### src/rtl/sdram_wb_arbiter.sv
// Two-master Wishbone arbiter feeding a single sdram_ctrl_wb slave port; port 0 is video, port 1 is CPU.
// Optional feature: define SDRAM_ARB_ROUND_ROBIN_EN for round-robin tie-break (default: fixed priority, port 0 wins).
module sdram_wb_arbiter #(
    parameter int WB_ADDR_WIDTH = 24,
    parameter int WB_DATA_WIDTH = 16,
    parameter int MAX_HOLD      = 8
) (
    input  logic                       wb_clk_i,
    input  logic                       wb_rst_i,
    input  logic                       m0_cyc_i,
    input  logic                       m0_stb_i,
    input  logic                       m0_we_i,
    input  logic [WB_ADDR_WIDTH-1:0]   m0_adr_i,
    input  logic [WB_DATA_WIDTH-1:0]   m0_dat_i,
    input  logic [WB_DATA_WIDTH/8-1:0] m0_sel_i,
    output logic                       m0_ack_o,
    output logic [WB_DATA_WIDTH-1:0]   m0_dat_o,
    input  logic                       m1_cyc_i,
    input  logic                       m1_stb_i,
    input  logic                       m1_we_i,
    input  logic [WB_ADDR_WIDTH-1:0]   m1_adr_i,
    input  logic [WB_DATA_WIDTH-1:0]   m1_dat_i,
    input  logic [WB_DATA_WIDTH/8-1:0] m1_sel_i,
    output logic                       m1_ack_o,
    output logic [WB_DATA_WIDTH-1:0]   m1_dat_o,
    output logic                       s_cyc_o,
    output logic                       s_stb_o,
    output logic                       s_we_o,
    output logic [WB_ADDR_WIDTH-1:0]   s_adr_o,
    output logic [WB_DATA_WIDTH-1:0]   s_dat_o,
    output logic [WB_DATA_WIDTH/8-1:0] s_sel_o,
    input  logic                       s_ack_i,
    input  logic [WB_DATA_WIDTH-1:0]   s_dat_i,
    output logic [1:0]                 grant_o
);

    // Handshake: Wishbone classic; a transfer completes on every clock where cyc & stb & ack are
    // high. The arbiter only steers cyc/stb and gates ack, it never creates or stretches a transfer.

    localparam logic [7:0] HOLD_LAST = 8'(MAX_HOLD - 1);

    typedef enum logic [1:0] {
        IDLE = 2'd0,
        GNT0 = 2'd1,
        GNT1 = 2'd2
    } state_t;

    state_t     r_state;
    state_t     w_next;
    logic [7:0] r_hold_cnt;
    logic       w_req0;
    logic       w_req1;
    logic       w_tie_pick1;
    logic       w_hold_done;

    assign w_req0      = m0_cyc_i & m0_stb_i;
    assign w_req1      = m1_cyc_i & m1_stb_i;
    assign w_hold_done = s_ack_i & (r_hold_cnt == HOLD_LAST);

`ifdef SDRAM_ARB_ROUND_ROBIN_EN
    logic r_last_gnt1;

    always_ff @(posedge wb_clk_i) begin
        if (wb_rst_i) begin
            r_last_gnt1 <= 1'b1;
        end else if (r_state == IDLE && w_next == GNT0) begin
            r_last_gnt1 <= 1'b0;
        end else if (r_state == IDLE && w_next == GNT1) begin
            r_last_gnt1 <= 1'b1;
        end
    end

    assign w_tie_pick1 = ~r_last_gnt1;
`else
    assign w_tie_pick1 = 1'b0;
`endif

    always_ff @(posedge wb_clk_i) begin
        if (wb_rst_i) begin
            r_state <= IDLE;
        end else begin
            r_state <= w_next;
        end
    end

    // Counter sits at zero throughout IDLE, so every new grant starts from a clean count.
    always_ff @(posedge wb_clk_i) begin
        if (wb_rst_i || r_state == IDLE) begin
            r_hold_cnt <= 8'd0;
        end else if (s_ack_i) begin
            r_hold_cnt <= r_hold_cnt + 8'd1;
        end
    end

    always_comb begin
        w_next = r_state;
        case (r_state)
            IDLE: begin
                if (w_req0 && w_req1) begin
                    w_next = w_tie_pick1 ? GNT1 : GNT0;
                end else if (w_req0) begin
                    w_next = GNT0;
                end else if (w_req1) begin
                    w_next = GNT1;
                end
            end
            GNT0: begin
                if (!m0_cyc_i || w_hold_done) begin
                    w_next = IDLE;
                end
            end
            GNT1: begin
                if (!m1_cyc_i || w_hold_done) begin
                    w_next = IDLE;
                end
            end
            default: w_next = IDLE;
        endcase
    end

    always_comb begin
        s_cyc_o  = 1'b0;
        s_stb_o  = 1'b0;
        s_we_o   = 1'b0;
        s_adr_o  = '0;
        s_dat_o  = '0;
        s_sel_o  = '0;
        m0_ack_o = 1'b0;
        m1_ack_o = 1'b0;
        grant_o  = 2'b00;
        if (!wb_rst_i) begin
            case (r_state)
                GNT0: begin
                    s_cyc_o  = m0_cyc_i;
                    s_stb_o  = m0_stb_i;
                    s_we_o   = m0_we_i;
                    s_adr_o  = m0_adr_i;
                    s_dat_o  = m0_dat_i;
                    s_sel_o  = m0_sel_i;
                    m0_ack_o = s_ack_i;
                    grant_o  = 2'b01;
                end
                GNT1: begin
                    s_cyc_o  = m1_cyc_i;
                    s_stb_o  = m1_stb_i;
                    s_we_o   = m1_we_i;
                    s_adr_o  = m1_adr_i;
                    s_dat_o  = m1_dat_i;
                    s_sel_o  = m1_sel_i;
                    m1_ack_o = s_ack_i;
                    grant_o  = 2'b10;
                end
                default: ;
            endcase
        end
    end

    // Read data is broadcast; only the ack tells a master the data is for it.
    assign m0_dat_o = s_dat_i;
    assign m1_dat_o = s_dat_i;

endmodule
### config.mk
export PLATFORM = sky130hd
export DESIGN_NAME = sdram_wb_arbiter
export DESIGN_NICKNAME = d
export VERILOG_FILES = /design/src/rtl/sdram_wb_arbiter.sv
export SDC_FILE = /design/constraint.sdc
export NUM_CORES = 1
export LEC_CHECK = 0
export ABC_CLOCK_PERIOD_IN_PS = 2080
export CAP_MARGIN = 20
export CORE_MARGIN = 4
export CORE_UTILIZATION = 25
export CTS_BUF_LIST = sky130_fd_sc_hd__clkbuf_4 sky130_fd_sc_hd__clkbuf_8 sky130_fd_sc_hd__clkbuf_16
export CTS_CLUSTER_DIAMETER = 80
export DETAILED_ROUTE_END_ITERATION = 12
export GPL_TIMING_DRIVEN = 0
export PLACE_DENSITY = 0.9
export REMOVE_ABC_BUFFERS = 1
export SLEW_MARGIN = 10
export SYNTH_ARGS = -nofsm -noshare
export SYNTH_HDL_FRONTEND = slang
export SYNTH_SLANG_ARGS = --single-unit
### constraint.sdc
create_clock -name wb_clk_i -period 2.08 [get_ports wb_clk_i]
set_input_delay 0.416 -clock wb_clk_i [delete_from_list [all_inputs] [get_ports wb_clk_i]]
set_output_delay 0.416 -clock wb_clk_i [all_outputs]
set_load 0.02 [all_outputs]
==> Yosys cells after proc, flatten, opt, wreduce, memory -nomap -nowiden <==
Index checks and enable logic that the tools add are counted.
{ "totals": {"inputBits": 109, "register_bits": 10, "wordCells": 44} }
{ "op_classes": {"mux": 24, "n_reduce_logical": 8, "eq_ne": 6, "bitwise": 3, "n_addsub": 1} }
{ "op_table": {"columns": ["op", "count"], "rows": [
  ["case mux 24 bit (2 select lines)", 1],
  ["case mux 16 bit (2 select lines)", 1],
  ["two-way mux 24 bit", 1],
  ["two-way mux 16 bit", 1],
  ["two-way mux 2 bit", 7],
  ["adder 8 x 1 -> 8 bit, second input constant", 1],
  ["== test 8 x 3 -> 1 bit, second input constant", 1],
  ["case mux 2 bit (2 select lines)", 2],
  ["two-way mux 1 bit", 7],
  ["case mux 1 bit (2 select lines)", 3],
  ["case mux 2 bit (3 select lines)", 1],
  ["!= test 2 bit, second input constant", 2],
  ["!= test 4 x 3 -> 1 bit, second input constant", 1],
  ["bitwise AND 1 bit", 3],
  ["logical OR 1 bit", 3],
  ["AND reduction 3 bit", 1],
  ["== test 2 x 1 -> 1 bit, second input constant", 1],
  ["== test 2 bit, second input constant", 1],
  ["logical NOT 1 bit", 2],
  ["logical NOT 2 bit", 1],
  ["logical AND 1 bit", 1]
]} }

==> Depth between registers and ports, before layout <==
{ "depth": {"ltp_word": 5, "mapped_depth": 7, "ltp_nobuf": 6} }

==> Worst setup path before layout <==
Ideal clock, no wire load.
{ "synth_path": {"path_kind": "reg2out", "startpoint": "register r_state[0]", "endpoint": "output s_adr_o[0]", "path_stages_with_launch": 6, "arrival_time_ns": 1.376, "setup_slack_ns": 0.288, "n_path_buf": 1, "cell_sequence": "dfxtp_1 inv_1 ha_1 nand2_1 clkbuf_1 nor2_1"} }
{ "synth_via": {"elab_chain_len": 3, "word_cells_on_any_way": 4, "classes_between": "eq/ne: 2; mux: 2"} }
{ "synth_rtl": {"columns": ["element", "line", "rtl"], "rows": [
  ["from (decl)", "48", "state_t r_state;"],
  ["from (signal assigned)", "82", "r_state <= w_next;"],
  ["== test 2 bit / == test 2 x 1 -> 1 bit (equally long branches)", "132", "case (r_state)"],
  ["case mux 24 bit (2 select lines) (*)", "132", null],
  ["two-way mux 24 bit (*)", "131", "if (!wb_rst_i) begin"],
  ["to (decl)", "29", "output logic [WB_ADDR_WIDTH-1:0] s_adr_o,"]
]} }
Mark *: on every way between the ends. The rest lies on a longest branch, timed or not.

==> Worst setup path in the final report <==
{ "layout_path": {"startpoint": "register r_state[0]", "endpoint": "output s_dat_o[12]"} }
{ "layout_via": {"elab_chain_len": 3, "word_cells_on_any_way": 4, "classes_between": "eq/ne: 2; mux: 2"} }
{ "layout_rtl": {"columns": ["element", "line", "rtl"], "rows": [
  ["== test 2 bit / == test 2 x 1 -> 1 bit (equally long branches)", "132", null],
  ["case mux 16 bit (2 select lines) (*)", "132", null],
  ["two-way mux 16 bit (*)", "131", null],
  ["to (decl)", "30", "output logic [WB_DATA_WIDTH-1:0] s_dat_o,"]
]} }
Marked as above.

==> results by group <==
Layout
  • Area delta synth->final: 93.5%
  • Final Instance Area: 2660 µm²
  • Diode count: 0
  • Share of cells above drive strength 1: 0.254
  • Nets: 422
  • Final core occ: 0.512

Place
  • Placed inst area: 2570 µm²
  • Final Wtd Congestion: 0.840
  • I/O Buffers: 141
  • Place WS: -0.848 ns
  • DP Wirelength: 5250 µm

Yosys
  • Post-synth top area share: 0.240
  • Main flop type after synthesis: dfxtp_1
  • Cell taking the most area after synthesis: a22oi_1
  • Register area share after synthesis: 0.145
  • Count leader, synth: nor2_1
  • Post-synth EDFFs: 0
  • Cells taking the most area after synthesis: a22oi_1, buf_4, dfxtp_1
  • Most instantiated cells after synthesis: nor2_1, a22oi_1, buf_4
  • Yosys cell types: 32
  • Cells after Synth: 200
  • Syn Area/Cell: 6.88 µm²
  • Syn Std Cell Area: 1380 µm²
  • Post-synth ARST share: 0
  • Yosys reg bits: 10
  • YS warnings: 0

Critical path
  • Crit path kind: reg2out
  • Critical path's slowest cell: dfxtp_4
  • Crit path max fanout: 22
  • Worst endpoint required time: 1.66 ns
  • Worst path bufs/invs: 2
  • Top delay family on crit path: flip-flops
  • CP Launch Point: r_state[0]$_SDFFE_PP0P_
  • Max incr delay on CP: 0.38 ns
  • Crit path launch type: register
  • CP Cell Sequence: inv_2 -> ha_4 -> nand2_8 -> nor2_1 -> clkdlybuf4s15_2
  • CP Capture Type: primary output
  • R2R Path Start: r_state[0]$_SDFFE_PP0P_
  • Arr. time, crit path: 1.61 ns

Die
  • Die ar.: 6760 µm²
  • # IOs: 190
  • Floorplan row count: 26
  • Die W: 82.2 µm
  • Die span in y: 82.2 µm
  • Core area: 5200 µm²
  • Initial Util: 0.264

Routing
  • Initial DRC count: 58
  • Routed WL: 7530 µm
  • Via count: 1934
  • Post-route ant nets: 0
  • Vias per inst: 5.13
  • Residual DRC: 0
  • DR WL/cell: 20.0 µm
  • Length of the first detailed-routing pass in iterations: 4

STA
  • Tcrit/Tclk final: 0.974
  • Hold Slack: 0.500 ns
  • Post-route minimum period: 2.03 ns
  • Final setup viols: 0
  • Max Clock Freq: 494 MHz
  • Slew margin rel.: 0.793
  • Setup Skew: 0.00568 ns
  • Max Slew Vio Count: 0
  • Tightest Pin Transition: 0.309 ns
  • Final hold vios: 0
  • Final worst slack: 0.0546 ns

Hold path
  • Worst hold start: r_hold_cnt[7]$_SDFFE_PP0P_
  • HP Class: reg2reg

Clock network
  • H-tree Lvls: 1
  • Num CTS Buffers: 3
  • CTS root buf: clkbuf_8
  • Clock Latency Late Sink: 0.24 ns
  • TritonCTS clock tree: built
  • TritonCTS Sinks: 10
  • CTS Buffer Depth: 2
  • CTS clk-pin slew, worst paths: 0.05 ns

Power
  • Leak: 1.02 nW
  • Internal power: 0.000632 W
  • Net switching power: 0.000302 W
  • Sw Share: 0.323
  • Comb power frac: 0.519
  • PwrDens: 351 nW/µm²
  • Clock share of power: 0.263
  • Reg power frac: 0.218
  • Peak VDD IR: 0.405 mV

Status
  • Status: finished clean

Global route
  • First-pass GRT wire length: 10200 µm
  • Grt total ovfl: 0
  • Gr usage total: 0.203
  • Largest net degree at the start of global routing: 24
  • Initial antenna violation count: 0
  • Number of global-route vias before repair: 1940

Job
  • Max cap viols: 0
## state kept, by name, summed over array words and instances (netlist names)
register    cells
r_hold_cnt      8
r_state         2
## path summary, 6_finish.rpt
path	end	slack (ns)	cells after the start
max	s_dat_o[12]	0.05	5
min	r_hold_cnt[7]$_SDFFE_PP0P_	0.50	2
max reg2reg	r_state[1]$_SDFFE_PP0P_	0.45	7
min reg2reg	r_hold_cnt[7]$_SDFFE_PP0P_	0.50	2
## metrics by stage
stage / total power (W) / TNS, ns / instances
after global placement: 0.000613 / -58.33 / 363
after global routing: 0.000985 / -0.00280 / 377
after detailed placement: 0.000621 / -36.55 / 363
final: 0.000935 / 0 / 377
after CTS: 0.000940 / 0 / 376
after floorplan: 0.000365 / -7.11 / 152
## power by group through the flow
stage	registers [W]	logic, W	clock network [W]
3_5_place_dp	0.000205	0.000416	0
2_1_floorplan	0.000204	0.000161	0
6_report	0.000204	0.000485	0.000246
3_3_place_gp	0.000204	0.000408	0
5_1_grt	0.000204	0.000522	0.000259
4_1_cts	0.000204	0.000482	0.000254
## cell type report
cell class              instances  area (µm²)
well taps                      70        87.6
clock buffers                   4        55.1
multi-input cells             141         941
fillers                       525        2540
repair buffers                149        1360
flip-flops and latches         10         205
inverters                       3        13.8
## per-layer routing
layer  global-route usage  routed length [µm]
met5               0.0750                  50
met4               0.0565                 111
met3                0.120                1170
met2                0.348                3610
met1                0.203                2590
## logic make-up after synthesis
logic type               after synthesis  share of synthesized area
AO/OA/AOI/OAI                         54                      0.290
AND/OR/NAND/NOR                       74                      0.242
flip-flops                            10                      0.145
XOR/XNOR                               5                     0.0318
adder cells (fa/ha/maj)                5                     0.0455
multiplexers                           1                    0.00727
buffers and inverters                 51                      0.238
## layout by cell type (no fill, tap or decap), types with 2 or more instances in the layout
master	synthesis	routed
dfxtp_1	10	8
nand2_8	0	2
o21ai_0	2	2
dlymetal6s2s_1	0	3
nor2_1	52	51
or3_1	2	2
ha_1	5	2
xor2_1	4	4
clkbuf_2	0	5
nand4_1	3	3
buf_2	1	26
nand3_1	2	2
a22oi_1	44	43
clkdlybuf4s50_1	0	90
nand2_1	6	5
clkbuf_8	0	4
a21oi_1	4	4
ha_4	0	3
clkdlybuf4s15_2	0	14
inv_2	0	2
a22oi_2	1	2
dlygate4sd2_1	0	3
buf_4	32	5
## what timing repair did
item / CTS / global route
gates cloned: 1 / 1
endpoints found under the setup margin: 49 / 31
pin swaps: 4 / 2
hold buffers: 0 / 0
buffers inserted: 8 / 0
resized for setup: 169 / 21
## worst register-to-register path: stages (launching register included)
cell	delay [ns]
dfxtp_4	0.38
inv_2	0.08
ha_4	0.19
buf_12	0.16
a22oi_2	0.22
a31oi_2	0.08
or3b_1	0.39
o21ai_1	0.07
Power figures use the tool's default switching activity.
